$ cat config.mk
export PLATFORM = sky130hd
export DESIGN_NAME = uart_rx
export DESIGN_NICKNAME = d
export VERILOG_FILES = /design/src/rtl/uart_rx.sv
export SDC_FILE = /design/constraint.sdc
export NUM_CORES = 1
export LEC_CHECK = 0
export ABC_AREA = 1
export CAP_MARGIN = 30
export CORE_MARGIN = 5
export CORE_UTILIZATION = 52
export CTS_CLUSTER_SIZE = 20
export DETAILED_ROUTE_END_ITERATION = 10
export GPL_ROUTABILITY_DRIVEN = 0
export PLACE_DENSITY_LB_ADDON = 0.3
export RECOVER_POWER = 25
export SYNTH_ARGS = -nofsm -noshare
export SYNTH_HDL_FRONTEND = slang
export SYNTH_SLANG_ARGS = --single-unit
$ cat constraint.sdc
create_clock -name clk_i -period 2.23 [get_ports clk_i]
set_input_delay 0.223 -clock clk_i [delete_from_list [all_inputs] [get_ports clk_i]]
set_output_delay 0.223 -clock clk_i [all_outputs]
set_load 0.1 [all_outputs]
$ cat src/rtl/uart_rx.sv
// 8N1 UART receiver with a one-entry valid/ready output register and error pulses.
// Define UART_RX_PARITY_EN to receive an even-parity bit between bit 7 and the stop bit.
module uart_rx #(
  parameter int FREQ = 27000000,
  parameter int BAUD = 115200
) (
  input  logic       clk_i,
  input  logic       rstn_i,
  input  logic       uart_rx_i,
  output logic [7:0] data_o,
  output logic       valid_o,
  input  logic       ready_i,
  output logic       frame_err_o,
  output logic       parity_err_o,
  output logic       overrun_o
);

  localparam int CPB   = FREQ / BAUD;
  localparam int HALF  = CPB / 2;
  localparam int CNT_W = $clog2(CPB);

  localparam logic [CNT_W-1:0] HALF_M1 = CNT_W'(HALF - 1);
  localparam logic [CNT_W-1:0] CPB_M1  = CNT_W'(CPB - 1);
  localparam logic [CNT_W-1:0] CNT_ONE = CNT_W'(1);

  generate
    if (CPB < 4) begin : g_cpb_check
      $error("uart_rx: FREQ/BAUD must be at least 4");
    end
  endgenerate

`ifdef UART_RX_PARITY_EN
  typedef enum logic [2:0] {IDLE, START, DATA, PARITY, STOP, WAIT_HIGH} state_t;
`else
  typedef enum logic [2:0] {IDLE, START, DATA, STOP, WAIT_HIGH} state_t;
`endif

  state_t           state, state_nx;
  logic [CNT_W-1:0] cnt, cnt_nx;
  logic [2:0]       idx, idx_nx;
  logic [7:0]       shift, shift_nx;
  logic             rx_meta_p0, rx_s;
  logic             byte_done, frame_set, parity_set;

`ifdef UART_RX_PARITY_EN
  logic par_q, par_nx;
`endif

  // Stage p0/p1: two-flop synchronizer, idle-high
  always_ff @(posedge clk_i or negedge rstn_i) begin
    if (!rstn_i) begin
      rx_meta_p0 <= 1'b1;
      rx_s       <= 1'b1;
    end else begin
      rx_meta_p0 <= uart_rx_i;
      rx_s       <= rx_meta_p0;
    end
  end

  // Control state: FSM, bit-period counter, bit index
  always_ff @(posedge clk_i or negedge rstn_i) begin
    if (!rstn_i) begin
      state <= IDLE;
      cnt   <= '0;
      idx   <= '0;
    end else begin
      state <= state_nx;
      cnt   <= cnt_nx;
      idx   <= idx_nx;
    end
  end

  // Data-only registers; a reset mid-frame simply abandons their contents
  always_ff @(posedge clk_i) begin
    shift <= shift_nx;
`ifdef UART_RX_PARITY_EN
    par_q <= par_nx;
`endif
  end

  always_comb begin
    state_nx   = state;
    cnt_nx     = cnt + CNT_ONE;
    idx_nx     = idx;
    shift_nx   = shift;
    byte_done  = 1'b0;
    frame_set  = 1'b0;
    parity_set = 1'b0;
`ifdef UART_RX_PARITY_EN
    par_nx     = par_q;
`endif
    case (state)
      IDLE: begin
        cnt_nx = '0;
        if (!rx_s) state_nx = START;
      end
      START: begin
        if (cnt == HALF_M1) begin
          cnt_nx   = '0;
          idx_nx   = '0;
          state_nx = rx_s ? IDLE : DATA;
        end
      end
      DATA: begin
        if (cnt == CPB_M1) begin
          cnt_nx        = '0;
          shift_nx[idx] = rx_s;
          idx_nx        = idx + 3'd1;
          if (idx == 3'd7) begin
`ifdef UART_RX_PARITY_EN
            state_nx = PARITY;
`else
            state_nx = STOP;
`endif
          end
        end
      end
`ifdef UART_RX_PARITY_EN
      PARITY: begin
        if (cnt == CPB_M1) begin
          cnt_nx   = '0;
          par_nx   = rx_s;
          state_nx = STOP;
        end
      end
`endif
      STOP: begin
        if (cnt == CPB_M1) begin
          cnt_nx = '0;
          if (rx_s) begin
            state_nx = IDLE;
`ifdef UART_RX_PARITY_EN
            // Even parity: data bits and parity bit together must XOR to zero
            if ((^shift) ^ par_q) parity_set = 1'b1;
            else                  byte_done  = 1'b1;
`else
            byte_done = 1'b1;
`endif
          end else begin
            // Framing error outranks a parity error on the same frame
            frame_set = 1'b1;
            state_nx  = WAIT_HIGH;
          end
        end
      end
      WAIT_HIGH: begin
        cnt_nx = '0;
        if (rx_s) state_nx = IDLE;
      end
      default: begin
        cnt_nx   = '0;
        state_nx = IDLE;
      end
    endcase
  end

  // Output register stage: one-entry holding register plus single-cycle pulses
  always_ff @(posedge clk_i or negedge rstn_i) begin
    if (!rstn_i) begin
      data_o      <= 8'h00;
      valid_o     <= 1'b0;
      frame_err_o <= 1'b0;
      overrun_o   <= 1'b0;
    end else begin
      frame_err_o <= frame_set;
      overrun_o   <= byte_done && valid_o && !ready_i;
      if (byte_done && (!valid_o || ready_i)) begin
        data_o  <= shift;
        valid_o <= 1'b1;
      end else if (valid_o && ready_i) begin
        valid_o <= 1'b0;
      end
    end
  end

`ifdef UART_RX_PARITY_EN
  always_ff @(posedge clk_i or negedge rstn_i) begin
    if (!rstn_i) parity_err_o <= 1'b0;
    else         parity_err_o <= parity_set;
  end
`else
  assign parity_err_o = 1'b0;
  logic unused_parity;
  assign unused_parity = parity_set;
`endif

endmodule

# Word level (Yosys, flattened, before mapping)
# Cells that the tools add are included.
classes:
  add_sub_neg: 2
  multipliers: 0
  div: 0
  magnitude_cmp: 2
  n_eq_ne: 13
  shifts: 0
  n_mux: 26
  bitwise_logic: 0
  n_reduce_logical: 15
ops:
  columns: ["cell", "n"]
  rows:
  - ["$mux 3", 9]
  - ["$mux 8", 2]
  - ["$pmux 8 s2", 1]
  - ["$pmux 3 s5", 1]
  - ["$ne 2x2->1 const B", 6]
  - ["$mux 1", 9]
  - ["$add 8x1->8 const B", 1]
  - ["$bwmux 8", 1]
  - ["$eq 8x7->1 const B", 1]
  - ["$eq 8x8->1 const B", 1]
  - ["$eq 3x2->1 const B", 2]
  - ["$eq 3x3->1 const B", 2]
  - ["$pmux 3 s2", 1]
  - ["$reduce_and 6->1", 1]
  - ["$logic_and 1x1->1", 5]
  - ["$lt 3x4->1 const B", 1]
  - ["$reduce_bool 2->1", 2]
  - ["$add 3x1->3 const B", 1]
  - ["$demux 1 s3", 1]
  - ["$eq 3x1->1 const B", 1]
  - ["$ge 3x1->1 const B", 1]
  - ["$logic_not 3->1", 1]
  - ["$reduce_and 3->1", 1]
  - ["$logic_not 1->1", 2]
  - ["4 further kinds", 4]
word_totals:
  reg_bits: 35
  latch_bits: 0
  ram_bits: 0
  mem_bits_ro: 0
  in_bits: 4
  output_inout_bits: 12
  elab_cells: 68
  mem_count: 0

# Depth between registers and ports, before layout
logic_depth:
  word_depth: 5
  depth_mapped: 9
  depth_no_buf: 9

# Worst setup path before layout
# OpenSTA, ideal clock, no wires.
synth_timing:
  kind: "reg-to-reg"
  from: "register valid_o"
  to: "register data_o[0]"
  t_arrival_ps: 1513
  t_required_ps: 2108
  path_slack_ps: 595
  stages_incl_launch_ff: 5
  path_buffers: 1
  synth_period_minus_slack_ps: 1635
  cell_sequence: "dfrtp_1 -> nand2_1 -> buf_1 -> nand3_1 -> nand2_1"
synth_via:
  elab_chain_cells: 3
synth_lines:
  columns: ["element", "line_no", "source"]
  rows:
  - ["from (decl)", "11", "output logic valid_o,"]
  - ["from (signal assigned)", "161", "valid_o <= 1'b0;"]
  - ["from (signal assigned)", "169", "valid_o <= 1'b1;"]
  - ["from (signal assigned)", "171", "valid_o <= 1'b0;"]
  - ["$logic_not 1->1", "167", "if (byte_done && (!valid_o || ready_i)) begin"]
  - ["$logic_or 1x1->1", "167", null]
  - ["$logic_and 1x1->1", "167", null]
  - ["to (signal assigned)", "168", "data_o <= shift;"]
  - ["to (decl)", "10", "output logic [7:0] data_o,"]
# Every way passes these cells.
# A chain may end at the register's enable or synchronous reset.

# Final worst setup path
layout_timing:
  from: "register cnt[1]"
  to: "register shift[3], enable pin"
layout_via:
  elab_chain_cells: 2
layout_lines:
  columns: ["element", "line_no", "source"]
  rows:
  - ["from (decl)", "39", "logic [CNT_W-1:0] cnt, cnt_nx;"]
  - ["from (signal assigned)", "68", "cnt <= cnt_nx;"]
  - ["$eq 8x8->1", "105", "if (cnt == CPB_M1) begin"]
  - ["$reduce_and 2->1 (no line)", null, null]
  - ["to (signal assigned)", "75", "shift <= shift_nx;"]
  - ["to (decl)", "41", "logic [7:0] shift, shift_nx;"]
# Every way passes these cells.

==> flow_summary.json <==
{
  "outcome": "completed",
  "clk_pin_slew_ns": 0.10,
  "grt_max_degree": 28,
  "yosys_warnings": 0,
  "row_count": 20,
  "crit-reg2reg-launch": "cnt[1]",
  "yosys.area_share.simple_pct": 27.24,
  "power.share.switching_pct": 21.04,
  "ys_ff_latch": 35,
  "drt_iter0_drc": 57,
  "max_freq_mhz": 554.1,
  "clock_sinks": 35,
  "synth_seq_area_share_pct": 57.12,
  "nets": 192,
  "clkLatencyLatePin_ns": 0.33,
  "viasPerCell": 5.221,
  "synthFlopType": "dfrtp_1",
  "path_cells": "inv_1 -> ha_1 -> nand2_1 -> nor2_1 -> nand2_4 -> nor2_4 -> nand2_1 -> nor3_1",
  "slowest_delay_ns": 0.41,
  "p_leak_uw": 0.0008682,
  "post-route-period-util_pct": 80.93,
  "port_buffers": 14,
  "die_w_um": 65.61,
  "wl_per_cell_um": 12.08,
  "coreArea_sq_um": 3003,
  "drc_errors": 0,
  "power_per_cell_area_nw_per_um2": 568.5,
  "switchingPower_uw": 216.9,
  "synth_edf_count": 8,
  "cts_resized": 0,
  "vias": 1133,
  "drt-total-wl_um": 2622,
  "ff2ff_setup_slack_ns": 0.43,
  "final_hold_viol_count": 0,
  "diodes": 0,
  "yosysUniqueCellTypes": 32,
  "drive_gt1_share_pct": 17.39,
  "setup_violations": 0,
  "worst_pin_slew_ns": 1.384,
  "synth_nets": 172,
  "h-tree-depth": 2,
  "max_slew_margin_pct": 7.751,
  "rr_worst_depth": 8,
  "cts_tree": "yes",
  "post-route-min-period_ns": 1.805,
  "path_class": "flop to flop",
  "initial_utilization_pct": 53.54,
  "crit_start": "cnt[1]",
  "critPathSlowestCell": "dfrtp_1",
  "utilization_pct": 60.38,
  "clock_skew_ns": 0.009765,
  "drv_slew": 0,
  "area_growth_pct": 12.76,
  "synth_compound_area_share_pct": 5.292,
  "post_cts_buffers": 0,
  "postSynthCellCount": 163,
  "cts_buffers": 5,
  "combPwrFrac_pct": 2.3,
  "clock_power_share_pct": 33.6,
  "seq_power_share_pct": 64.1,
  "die_area_sq_um": 4304,
  "grt_overflow_total": 0,
  "crit_required_ns": 2.26,
  "path_common_cell": "nand2_1",
  "synth_area_per_cell_sq_um": 9.864,
  "drt-pass1-iter-count": 4,
  "cts_root_buf": "clkbuf_4",
  "crit_path_start_kind": "flop",
  "regArea_sq_um": 918.4,
  "grt_pass1_vias": 1107,
  "yosys.area.top_type_share_pct": 38.91,
  "intPower_uw": 813.7,
  "grt_setup_unrepaired": "false",
  "yosysTopAreaCell": "dfrtp_1",
  "cp_max_fo": 6,
  "maxCapViolCount": 0,
  "fillers": 263,
  "ys_top_cells_by_area": "dfrtp_1, edfxtp_1, nand2_1",
  "muxShareOfSynthArea_pct": 0,
  "dp_cells": 209,
  "synth_xor_area_share_pct": 2.724,
  "synth_most_common_cell": "nand2_1",
  "yosys.area_share.adder_pct": 3.891,
  "ant_nets": 0,
  "ios": 16,
  "cp-end-kind": "flop",
  "antenna_found_initial": 0,
  "tns_ns": 0,
  "synth_top_family_by_area": "simple AND/OR/NAND/NOR gates",
  "min_path_type": "flop to flop",
  "crit_path_end": "shift[3]",
  "peakVddDrop_uv": 341.9,
  "synth-async-reset-ratio_pct": 77.14,
  "cts_buffer_depth": 2,
  "multi_input_area_sq_um": 633.1,
  "dieHeight_um": 65.61,
  "grt_pass1_wl_um": 4823,
  "final_cells": 217,
  "syn_area_sq_um": 1608,
  "cp_data_arrival_time_ns": 1.84,
  "hpwl_um": 1982,
  "r2r-end": "shift[3]",
  "grt_use_total_pct": 14.75,
  "synthTopCellsByCount": "nand2_1, dfrtp_1, nand3_1",
  "hold_buffers": 0
}
## layout make-up
cell class | count | area share [%]
inverter | 12 | 2.484
sequential | 35 | 50.66
timing repair buffer | 15 | 6.418
multi-input combinational | 114 | 34.92
tap | 33 | 2.277
clock buffer | 7 | 3.037
clock inverter | 1 | 0.2070
## cells in the final DEF (no fill, tap or decap)
master / synthesis / final
a21boi_0: 1 / 1
a21oi_1: 9 / 9
a31o_2: 1 / 1
a31oi_1: 1 / 1
buf_4: 1 / 11
clkbuf_1: 0 / 2
clkbuf_4: 0 / 5
clkbuf_8: 0 / 1
clkdlybuf4s50_1: 0 / 1
clkinv_1: 0 / 1
conb_1: 1 / 1
dfrtp_1: 25 / 25
dfstp_2: 2 / 2
dlygate4sd3_1: 0 / 2
edfxtp_1: 8 / 8
ha_1: 5 / 5
inv_1: 11 / 11
inv_2: 1 / 1
nand2_1: 44 / 44
nand2_2: 3 / 3
nand2_4: 2 / 2
nand3_1: 12 / 12
nand3b_1: 1 / 1
nand3b_2: 1 / 1
nand4_1: 1 / 1
nor2_1: 10 / 10
nor2_2: 1 / 1
nor2_4: 1 / 1
nor2_8: 1 / 1
nor3_1: 9 / 9
nor3_2: 1 / 1
nor3_4: 1 / 1
o21ai_0: 1 / 1
o21ai_1: 1 / 1
o21bai_1: 1 / 1
xnor2_1: 1 / 1
xor2_1: 4 / 4
## how the worst min path moves through the flow
stage	slack, ns	cells after the start	start	endpoint
finish	0.36	0	rx_meta_p0	rx_s
detailed placement	0.35	0	rx_meta_p0	rx_s
global placement	0.35	0	rx_meta_p0	rx_s
global route	0.37	0	rx_meta_p0	rx_s
CTS	0.25	2	rstn_i	cnt[3]
floorplan	-0.07	0	rstn_i	cnt[0]
## metrics by stage
stage,power [uW],hold slack [ns],setup WS (ns),cell area (sq um)
CTS,1042,0.2471,0.4054,1817
global placement,698.8,0.3500,0.5243,1758
global route,1075,0.3693,0.2184,1813
finish,1031,0.3634,0.4253,1813
detailed placement,699.8,0.3507,0.4207,1758
floorplan,683.6,-0.07259,0.5949,1608
## power groups by stage
stage                     combinational (uW)  clock (uW)  sequential (uW)
after floorplan                         10.6           0              673
after global placement                  25.0           0              674
after detailed placement                25.8           0              674
after CTS                               25.8         355              661
after global routing                    26.8         386              662
final                                   23.5         346              661
## metal layers
layer  track usage, %  up-vias  routed length (um)
met2            22.88       24                1204
met5                0        -                   0
met3            4.615        7                 105
met1            18.71      527                1254
li1                 -      575                   -
met4            6.995        0                  59
## registers in the layout, summed over array words and instances, names as in the netlist
name / cells
idx: 3
overrun_o: 1
data_o: 8
cnt: 8
rx_meta_p0: 1
state: 3
shift: 8
frame_err_o: 1
rx_s: 1
valid_o: 1
## critical path, delay by kind of cell (launching register included)
kind                     cells  cell delay (ns)
buffers and inverters        1             0.08
AND/OR/NAND/NOR              6             0.88
adder cells (fa/ha/maj)      1             0.14
flip-flops                   1             0.41
## kinds of logic (layout without fill, tap and decap cells)
logic type                 count (synthesis)  in the layout
DFF                                       35             35
and+or+nand+nor                           88             88
xor gates and xnor gates                   5              5
other                                      1              1
adders and majority gates                  5              5
AOI/OAI and AO/OA                         15             15
buffers and inverters                     14             35
No activity file was read; power rests on OpenSTA's default activity.
